[src/rtl/fetch_queue.sv]
// Instruction prefetch stage: sequential fetch with one outstanding imem request,
// returned {pc, inst} pairs buffered in a small FIFO in front of the decoder.
module fetch_queue #(
  parameter int          DEPTH    = 4,
  parameter logic [31:0] RESET_PC = 32'h0000_0000,
  parameter logic [31:0] NOP_INST = 32'h0000_0013
) (
  input  logic                    clk,
  input  logic                    rst,
  input  logic                    redirect_valid,
  input  logic [31:0]             redirect_pc,
  output logic                    imem_req_valid,
  output logic [31:0]             imem_req_addr,
  input  logic                    imem_req_ready,
  input  logic                    imem_rsp_valid,
  input  logic [31:0]             imem_rsp_inst,
  output logic                    deq_valid,
  input  logic                    deq_ready,
  output logic [31:0]             deq_pc,
  output logic [31:0]             deq_inst,
  output logic                    deq_misaligned,
  output logic [$clog2(DEPTH):0]  count,
  output logic [1:0]              dbg_state
);

  localparam int PW = $clog2(DEPTH);
  localparam int CW = PW + 1;

  typedef enum logic [1:0] {
    ST_IDLE         = 2'd0,
    ST_WAIT         = 2'd1,
    ST_WAIT_DISCARD = 2'd2,
    ST_HALT         = 2'd3
  } state_t;

  state_t          state, state_nxt;
  logic [31:0]     fetch_pc, fetch_pc_nxt;
  logic [31:0]     req_pc;
  logic [PW-1:0]   wr_ptr, rd_ptr;

  logic [31:0]     mem_pc   [DEPTH];
  logic [31:0]     mem_inst [DEPTH];
  logic            mem_mis  [DEPTH];

  logic            has_space, aligned, issue, enq, deq, enq_mis;
  logic [31:0]     enq_pc, enq_inst;

  // Handshakes are strict valid/ready: a transfer happens on a rising edge where
  // both are high, and the request address is held while imem_req_valid is high.
  assign has_space     = (count < CW'(DEPTH));
  assign aligned       = (fetch_pc[1:0] == 2'b00);
  assign imem_req_addr = fetch_pc;
  assign dbg_state     = state;

  assign deq_valid      = (count != '0);
  assign deq            = deq_valid && deq_ready && !redirect_valid;
  assign deq_pc         = deq_valid ? mem_pc[rd_ptr]   : 32'h0;
  assign deq_inst       = deq_valid ? mem_inst[rd_ptr] : 32'h0;
  assign deq_misaligned = deq_valid ? mem_mis[rd_ptr]  : 1'b0;

  always_comb begin
    state_nxt      = state;
    fetch_pc_nxt   = fetch_pc;
    imem_req_valid = 1'b0;
    issue          = 1'b0;
    enq            = 1'b0;
    enq_pc         = fetch_pc;
    enq_inst       = NOP_INST;
    enq_mis        = 1'b0;

    unique case (state)
      ST_IDLE: begin
        // rst gating keeps the request low for the whole time reset is held
        imem_req_valid = rst && has_space && !redirect_valid && aligned;
        if (imem_req_valid && imem_req_ready) begin
          issue        = 1'b1;
          fetch_pc_nxt = fetch_pc + 32'd4;
          state_nxt    = ST_WAIT;
        end else if (rst && !aligned && has_space && !redirect_valid) begin
          enq       = 1'b1;
          enq_mis   = 1'b1;
          state_nxt = ST_HALT;
        end
      end
      ST_WAIT: begin
        if (imem_rsp_valid) begin
          enq       = 1'b1;
          enq_pc    = req_pc;
          enq_inst  = imem_rsp_inst;
          state_nxt = ST_IDLE;
        end
      end
      ST_WAIT_DISCARD: begin
        if (imem_rsp_valid) state_nxt = ST_IDLE;
      end
      ST_HALT: begin
        state_nxt = ST_HALT;
      end
    endcase

    // A redirect with a response still owed must swallow that response later.
    if (redirect_valid) begin
      enq          = 1'b0;
      fetch_pc_nxt = redirect_pc;
      if ((state == ST_WAIT || state == ST_WAIT_DISCARD) && !imem_rsp_valid)
        state_nxt = ST_WAIT_DISCARD;
      else
        state_nxt = ST_IDLE;
    end
  end

  always_ff @(posedge clk or negedge rst) begin
    if (!rst) begin
      state    <= ST_IDLE;
      fetch_pc <= RESET_PC;
      req_pc   <= RESET_PC;
      wr_ptr   <= '0;
      rd_ptr   <= '0;
      count    <= '0;
    end else begin
      state    <= state_nxt;
      fetch_pc <= fetch_pc_nxt;
      if (issue) req_pc <= fetch_pc;
      if (redirect_valid) begin
        wr_ptr <= '0;
        rd_ptr <= '0;
        count  <= '0;
      end else begin
        if (enq) wr_ptr <= wr_ptr + PW'(1);
        if (deq) rd_ptr <= rd_ptr + PW'(1);
        unique case ({enq, deq})
          2'b10:   count <= count + CW'(1);
          2'b01:   count <= count - CW'(1);
          default: count <= count;
        endcase
      end
    end
  end

  // Payload storage needs no reset: every read is gated by count.
  always_ff @(posedge clk) begin
    if (enq) begin
      mem_pc[wr_ptr]   <= enq_pc;
      mem_inst[wr_ptr] <= enq_inst;
      mem_mis[wr_ptr]  <= enq_mis;
    end
  end

endmodule

[config.mk]
export PLATFORM = sky130hd
export DESIGN_NAME = fetch_queue
export DESIGN_NICKNAME = d
export VERILOG_FILES = /design/src/rtl/fetch_queue.sv
export SDC_FILE = /design/constraint.sdc
export NUM_CORES = 1
export LEC_CHECK = 0
export ABC_AREA = 1
export CORE_ASPECT_RATIO = 0.7
export CORE_UTILIZATION = 50
export CTS_CLUSTER_DIAMETER = 80
export DETAILED_ROUTE_END_ITERATION = 10
export GPL_ROUTABILITY_DRIVEN = 1
export PLACE_DENSITY = 0.78
export SLEW_MARGIN = 40
export SYNTH_ARGS = -nofsm -noshare
export SYNTH_HDL_FRONTEND = slang
export SYNTH_SLANG_ARGS = --single-unit
export TNS_END_PERCENT = 30
[constraint.sdc]
create_clock -name clk -period 5.91 [get_ports clk]
set_clock_uncertainty 0.2 [all_clocks]
set_input_delay 1.182 -clock clk [delete_from_list [all_inputs] [get_ports clk]]
set_output_delay 1.182 -clock clk [all_outputs]
set_load 0.005 [all_outputs]
# [After elaboration in Yosys (flattened, before gate mapping)]
# Memories as Yosys holds them, arrays and structs flattened.
# Index checks and enable logic that the tools add are counted.
[word_totals] in_bits=70 ram_bits=260 register_bits=73 mem_bits_ro=0 n_memories=3 out_inout_bits=104 elab_cells=80 latch_bits=0
[mem_list] name="mem_inst" depth=4 width=32 rd=1 rd_ports_with_merged_regs=0 write_ports=1 line_no="42" source="logic [31:0] mem_inst [DEPTH];"
[mem_list] name="mem_pc" depth=4 width=32 rd=1 rd_ports_with_merged_regs=0 write_ports=1 line_no="41" source="logic [31:0] mem_pc [DEPTH];"
[mem_list] name="mem_mis" depth=4 width=1 rd=1 rd_ports_with_merged_regs=0 write_ports=1 line_no="43" source="logic mem_mis [DEPTH];"
[op_classes] n_eq_ne=7 shift=0 order_cmp=1 n_mul=0 reduce_logical=25 n_div=0 bitwise=0 add_sub_neg=5 muxes=33
[ops] operator="32-bit 2-to-1 mux" n=9
[ops] operator="32-bit by 3-bit adder with 32-bit output (second input constant)" n=1
[ops] operator="2-bit 2-to-1 mux" n=9
[ops] operator="1-bit 2-to-1 mux" n=11
[ops] operator="1-bit logical AND" n=10
[ops] operator="2-bit nonzero test" n=4
[ops] operator="2-bit == test (second input constant)" n=3
[ops] operator="2-bit one-hot mux with 3 select lines" n=1
[ops] operator="3-bit one-hot mux with 2 select lines" n=1
[ops] operator="3-bit nonzero test" n=2
[ops] operator="2-bit by 1-bit adder with 2-bit output (second input constant)" n=2
[ops] operator="2-bit by 1-bit == test with 1-bit output (second input constant)" n=2
[ops] operator="2-bit zero test" n=2
[ops] operator="4-bit inequality test (second input constant)" n=1
[ops] operator="2-bit AND reduction" n=2
[ops] operator="3-bit by 1-bit adder with 3-bit output (second input constant)" n=1
[ops] operator="1-bit zero test" n=3
[ops] operator="3-bit less-than comparator (second input constant)" n=1
[ops] operator="3-bit 2-to-1 mux" n=1
[ops] operator="3-bit by 1-bit inequality test with 1-bit output (second input constant)" n=1
[ops] operator="3-bit by 1-bit subtractor with 3-bit output (second input constant)" n=1
[ops] operator="1-bit one-hot mux with 2 select lines" n=1
[ops] operator="2-bit OR reduction" n=1
[ops] operator="1-bit logical OR" n=1

# [Depth between registers and ports, before layout]
# Gate-level depths: netlist (run 1).
[depth] depth_word=12 mapped_depth=14 mapped_depth_nobuf=14

# [Worst setup path after synthesis (run 1)]
# No wires, ideal clock.
[synth_timing] path_type="input -> register" from="input port rst" to="memory mem_inst[0][0] (enable)" arrival_ps=4459 setup_time_ps=488 path_slack_ps=762 path_stages=6 required_ps=5222 n_path_buf=0 path_cell_list="nand2_1 nor2_1 nand3_2 nand2_1 nand2_1 nor2_1"
[synth_between] elab_chain_len=9 elab_cells_between_ends=13 classes_between="mux (6); reduce/logical (7)"
[synth_rtl] item="start: declaration" line_no="9" source="input logic rst,"
[synth_rtl] item="1-bit logical AND (on tied branches) (3 in series)" line_no="79, 74"
[synth_rtl] item="1-bit 2-to-1 mux / 1-bit logical AND (equally long branches)" line_no="79, 75"
[synth_rtl] item="1-bit 2-to-1 mux (*)" line_no="75" source="if (imem_req_valid && imem_req_ready) begin"
[synth_rtl] item="1-bit one-hot mux with 2 select lines (*)" line_no="71" source="unique case (state)"
[synth_rtl] item="1-bit 2-to-1 mux (*)" line_no="102" source="if (redirect_valid) begin"
[synth_rtl] item="1-bit 2-to-1 mux (*)" line_no="142" source="if (enq) begin"
[synth_rtl] item="1-bit 2-to-1 mux (implied by the code) (*)" line_no="144" source="mem_inst[wr_ptr] <= enq_inst;"
[synth_rtl] item="end: declaration" line_no="42"
# Every way passes the cells marked *; elsewhere a longest branch is shown, timed or not.

# [Worst setup path in the final report (run 1)]
[layout_timing] from="register rd_ptr[0]" to="output port deq_pc[31]"
[layout_between] elab_chain_len=2
[layout_rtl] item="start: declaration" line_no="39" source="logic [PW-1:0] wr_ptr, rd_ptr;"
[layout_rtl] item="start signal: assignment" line_no="130" source="if (deq) rd_ptr <= rd_ptr + PW'(1);"
[layout_rtl] item="memory 4 x 32 bit"
[layout_rtl] item="32-bit 2-to-1 mux" line_no="57" source="assign deq_pc = deq_valid ? mem_pc[rd_ptr] : 32'h0;"
[layout_rtl] item="end: declaration" line_no="19" source="output logic [31:0] deq_pc,"
# No other way between the ends.

==> results of run 1 <==
sequential cells by signal, summed over array words and instances, names as in the netlist:
name           cells
mem_inst         128
dbg_state          2
wr_ptr             2
imem_req_addr     32
mem_pc           128
req_pc            32
rd_ptr             2
mem_mis            4
count              3
layout by cell type (no fill, tap or decap), types with 10 or more instances in the layout:
master           instances
nand2_1                209
inv_1                   93
nand3_1                 37
edfxtp_1               260
nor2_1                 353
a21oi_1                 97
xor2_1                  10
clkbuf_1                11
dfrtp_1                 71
o21ai_0                183
clkbuf_16               32
o211ai_1                10
clkdlybuf4s50_1        172
logic make-up (layout without fill, tap and decap cells):
group	count (synthesis)	after routing	share of synthesized area, %
buffers and inverters	180	346	5.074
xor gates and xnor gates	11	11	0.6522
DFF	333	333	65.23
and+or+nand+nor	644	644	17.90
adders and majority gates	10	10	0.8979
AOI/OAI and AO/OA	296	296	10.25
area by class of cell:
cell class                 instances  area (µm²)  area share, %
clock inverter                    11       86.33         0.4860
tap                              378       473.0          2.662
inverter                         103       387.9          2.183
multi-input combinational        961        4424          24.90
clock buffer                      46       883.3          4.973
timing repair buffer             186        1871          10.53
sequential                       333        9639          54.26
routing by layer:
| layer | routed length [µm] | global-route usage, % |
|---|---|---|
| met1 | 16080 | 34.35 |
| met2 | 16360 | 37.78 |
| met3 | 2762 | 5.201 |
| met4 | 555 | 5.037 |
| met5 | 0 | 0 |
per-stage QoR:
stage,hold slack [ns],power (µW),setup slack (ns),std cells
6_report,0.2558,6300,1.202,2018
5_1_grt,0.2309,6624,0.9290,2018
4_1_cts,0.2279,6343,1.148,2018
3_5_place_dp,0.2742,4439,1.433,1961
3_3_place_gp,0.2677,4394,1.569,1961
2_1_floorplan,0.2537,3758,0.7622,1474
worst max-delay path by stage:
stage                                startpoint                             to  slack, ns  cells after the start
final                     rd_ptr[0]$_DFFE_PN0P_                     deq_pc[31]       1.20                      5
after global routing      rd_ptr[0]$_DFFE_PN0P_                      deq_pc[7]       0.93                      5
after CTS                 rd_ptr[0]$_DFFE_PN0P_                     deq_pc[31]       1.15                      5
after detailed placement         redirect_valid  imem_req_addr[11]$_DFFE_PN0P_       1.43                     10
after global placement           redirect_valid                 imem_req_valid       1.57                      6
after floorplan                             rst       mem_inst[0][0]$_DFFE_PP_       0.76                      6
power breakdown:
group	switching, µW	total, µW	internal [µW]
Clock	833	1910	1080
Sequential	119	2930	2810
Combinational	896	1460	568
critical path: cells and delay by family (launching register included):
family / cells / cell delay (ns)
AOI/OAI and AO/OA: 2 / 0.54
DFF: 1 / 0.50
buffers and inverters: 3 / 1.69
==> results.sh, run 1 <==
export IMPL_status="finished, final reports clean"
export IMPL_htree_levels=1
export IMPL_placement_io_buffers=173
export IMPL_path_max_fanout=91
export IMPL_clkSinkCount=333
export IMPL_hold_violations=0
export IMPL_nets=1696
export IMPL_r2r_slack_ns=3.02
export IMPL_cts_buffer_depth=3
export IMPL_critPathCaptureType="primary output"
export IMPL_placed_cell_area_um2=16790
export IMPL_p_leak_uw=0.006765
export IMPL_synth_edf_count=260
export IMPL_grt_max_degree=92
export IMPL_grt_pass1_wl_um=56980
export IMPL_ys_top_cells_by_count="nor2_1, edfxtp_1, nand2_1"
export IMPL_path_clk_slew_ns=0.06
export IMPL_vias_per_cell=5.376
export IMPL_initial_utilization_pct=51.02
export IMPL_place_congestion=0.9889
export IMPL_power_density_nw_per_um2=354.7
export IMPL_dieArea_um2=30240
export IMPL_syn_to_final_growth_pct=20.27
export IMPL_cp_cell_sequence="clkinv_2, buf_4, o21ai_0, a21oi_1, clkdlybuf4s50_1"
export IMPL_syn_area_um2=14770
export IMPL_drc=0
export IMPL_yosysMostFrequentCell="nor2_1"
export IMPL_final_area_um2=17760
export IMPL_drv_slew=0
export IMPL_async_flop_share_pct=21.92
export IMPL_clk_insertion_delay_late_ns=0.56
export IMPL_critPathSlowestCell="buf_4"
export IMPL_timing_rr_end="imem_req_addr[11]$_DFFE_PN0P_"
export IMPL_rows=52
export IMPL_setup_viol=0
export IMPL_netlist_area_leader_share_pct=52.86
export IMPL_cts_buffers=31
export IMPL_worstPathRequired_ns=4.53
export IMPL_cap_violations=0
export IMPL_cp_arrival_ns=3.33
export IMPL_ff2ff_path_depth=7
export IMPL_rsz0062_at_grt="no"
export IMPL_grt_pass1_vias=10512
export IMPL_wl_um=35760
export IMPL_ys_seq_elements=333
export IMPL_drt_initial_drc_count=943
export IMPL_cts_setup_buffers=0
export IMPL_cts_root_buf="clkbuf_16"
export IMPL_syn_area_per_cell_um2=10.02
export IMPL_fin_tns_setup_ns=0
export IMPL_start_kind="flop"
export IMPL_dieWidth_um=207.4
export IMPL_core_um2=28950
export IMPL_reg2reg_from="dbg_state[1]$_DFFE_PN0P_"
export IMPL_cpPeakStageDelay_ns=0.73
export IMPL_synth_cell_type_count=32
export IMPL_synth_cells=1474
export IMPL_yosys_area_top_type="edfxtp_1"
export IMPL_clock_fmax_mhz=212.4
export IMPL_worst_pin_slew_ns=0.8079
export IMPL_maxSlewHeadroom_pct=46.06
export IMPL_critical_path_class="reg2out"
export IMPL_fin_crit_sh_pct=79.67
export IMPL_drtAntennaViolNets=0
export IMPL_min_period_ns=4.708
export IMPL_min_delay_path_class="in2async"
export IMPL_vias=10849
export IMPL_post_cts_resized=0
export IMPL_yosysWarningCount=0
export IMPL_antenna_found_initial=0
export IMPL_dr_pass1_iters=5
export IMPL_routedWlPerCell_um=17.72
export IMPL_layout_drive_gt1_share_pct=6.585
export IMPL_syn_num_nets=1554
export IMPL_grt_use_total_pct=23.97
export IMPL_postCtsHoldBufs=0
export IMPL_yosysSeqAreaShare_pct=65.23
export IMPL_dpl_hpwl_um=21920
export IMPL_final_util_pct=61.36
export IMPL_ys_top_cells_by_area="edfxtp_1, dfrtp_1, nor2_1, o21ai_0, nand2_1"
export IMPL_overflow=0
export IMPL_antenna_cells=0
export IMPL_pin_count=174
export IMPL_ir_drop_mv=0.2148
export IMPL_nFillCells=2309
export IMPL_cts_tree="built"
export IMPL_synth_flop_cell="edfxtp_1"
export IMPL_fp_dieH_um=145.8
Power figures use the tool's default switching activity.
==> run 2, diff against run 1 <==
PLACE_DENSITY = 0.8   (was 0.78)
clock period = 4.27 ns   (was 5.91 ns; I/O delays follow)
==> run 2 against run 1 <==
Net effect:
- wire length grew 1.1%
- critical path type unchanged
- die area is the same
- flip-flop and latch count is the same
- final area grew 2.5%
- count of clock-buffer cells in the layout shrank 4
- combinational power grew 41%
- utilization grew 1.5 points
- total power grew 46%
- first-iteration DRC count shrank 7.3%
==> results.sh, run 2 (synthesis results as in run 1) <==
export IMPL_drtAntennaViolNets=0
export IMPL_drt_initial_drc_count=874
export IMPL_drv_slew=0
export IMPL_path_max_fanout=55
export IMPL_setup_viol=0
export IMPL_initial_utilization_pct=51.02
export IMPL_path_clk_slew_ns=0.06
export IMPL_cts_buffers=35
export IMPL_power_density_nw_per_um2=506.1
export IMPL_clock_fmax_mhz=245.7
export IMPL_layout_drive_gt1_share_pct=7.896
export IMPL_min_delay_path_class="in2async"
export IMPL_routedWlPerCell_um=17.75
export IMPL_layout_common_cells="nor2_1, edfxtp_1, nand2_1"
export IMPL_drc=0
export IMPL_htree_levels=2
export IMPL_rsz0062_at_grt="no"
export IMPL_grt_max_degree=74
export IMPL_top_regs="mem_inst: 128 flops, mem_pc: 128 flops"
export IMPL_dpl_hpwl_um=23060
export IMPL_cts_tree="built"
export IMPL_p_leak_uw=0.006959
export IMPL_start_kind="flop"
export IMPL_grt_pass1_wl_um=57440
export IMPL_vias_per_cell=5.402
export IMPL_dr_pass1_iters=5
export IMPL_placement_io_buffers=173
export IMPL_dieArea_um2=30240
export IMPL_wl_um=36150
export IMPL_critical_path_class="reg2out"
export IMPL_grt_pass1_vias=10695
export IMPL_cts_root_buf="clkbuf_16"
export IMPL_syn_to_final_growth_pct=23.24
export IMPL_core_um2=28950
export IMPL_min_period_ns=4.071
export IMPL_final_common_cell="nor2_1"
export IMPL_fp_dieH_um=145.8
export IMPL_cts_buffer_depth=3
export IMPL_antenna_cells=0
export IMPL_post_cts_resized=0
export IMPL_p_total_uw=9213
export IMPL_fin_crit_sh_pct=95.33
export IMPL_overflow=0
export IMPL_hold_violations=0
export IMPL_clkSinkCount=333
export IMPL_grt_use_total_pct=23.89
export IMPL_cp_arrival_ns=3.02
export IMPL_worst_pin_slew_ns=0.6968
export IMPL_ir_drop_mv=0.3339
export IMPL_cts_setup_buffers=0
export IMPL_pin_count=174
export IMPL_vias=11004
export IMPL_nets=1713
export IMPL_postCtsHoldBufs=0
export IMPL_maxSlewHeadroom_pct=53.55
export IMPL_dieWidth_um=207.4
export IMPL_cap_violations=0
export IMPL_worstPathRequired_ns=3.22
export IMPL_clk_insertion_delay_late_ns=0.51
export IMPL_status="finished, final reports clean"
export IMPL_pre_cts_ws_ns=0.5654
export IMPL_fin_ws_ns=0.1994
export IMPL_place_congestion=1.000
export IMPL_antenna_found_initial=0
export IMPL_critPathCaptureType="primary output"
export IMPL_rows=52
[run 2: routing by layer]
| metal | vias to the layer above | part of all wire [%] | track usage (%) |
|---|---|---|---|
| li1 | 5258 | - | - |
| met1 | 5287 | 45 | 34.55 |
| met2 | 415 | 45 | 37.04 |
| met3 | 44 | 7.7 | 4.920 |
| met4 | 0 | 1.9 | 6.119 |
| met5 | - | 0 | 0 |
[run 2: report_power, final]
| group | switching (µW) | internal, µW |
|---|---|---|
| registers | 187 | 3890 |
| clock network | 1230 | 1850 |
| logic | 1240 | 815 |
[run 2: through the flow]
step | cell area [µm²] | hold WS, ns | setup TNS [ns] | util (%) | std cells
floorplan | 14770 | 0.2537 | -142.94 | - | 1474
global placement | 16990 | 0.2675 | 0 | 58.69 | 1973
detailed placement | 17000 | 0.2752 | 0 | 58.71 | 1973
CTS | 18170 | 0.2906 | 0 | 62.77 | 2036
global route | 18200 | 0.3026 | 0 | 62.87 | 2037
finish | 18200 | 0.2854 | 0 | 62.87 | 2037
[run 2: layout make-up]
| class | instances | area (µm²) |
|---|---|---|
| fill | 2260 | 10750 |
| sequential | 333 | 9639 |
| multi-input combinational | 961 | 4424 |
| timing repair buffer | 199 | 2098 |
| clock buffer | 42 | 954.7 |
| tap | 378 | 473.0 |
| inverter | 103 | 391.6 |
| clock inverter | 21 | 222.7 |
[run 2: final timing paths]
check                                          from                       end  slack [ns]  cells after the start
max reg2reg                dbg_state[1]$_DFFE_PN0P_  mem_inst[3][1]$_DFFE_PP_        1.46                      7
max in group asynchronous                       rst     rd_ptr[0]$_DFFE_PN0P_        3.07                      2
min reg2reg                  req_pc[21]$_DFFE_PN0P_    req_pc[21]$_DFFE_PN0P_        0.29                      2
min in group clk             req_pc[21]$_DFFE_PN0P_    req_pc[21]$_DFFE_PN0P_        0.29                      2
min                                             rst  dbg_state[1]$_DFFE_PN0P_        0.29                      2
max                           rd_ptr[0]$_DFFE_PN0P_                 deq_pc[4]        0.20                      6
[run 2: worst max-delay path, stage by stage, from the launching register on]
cell	delay (ns)
dfrtp_4	0.67
buf_4	0.60
nor2_1	0.11
nor2_1	0.10
o21ai_0	0.09
a21oi_1	0.35
clkdlybuf4s50_1	0.57
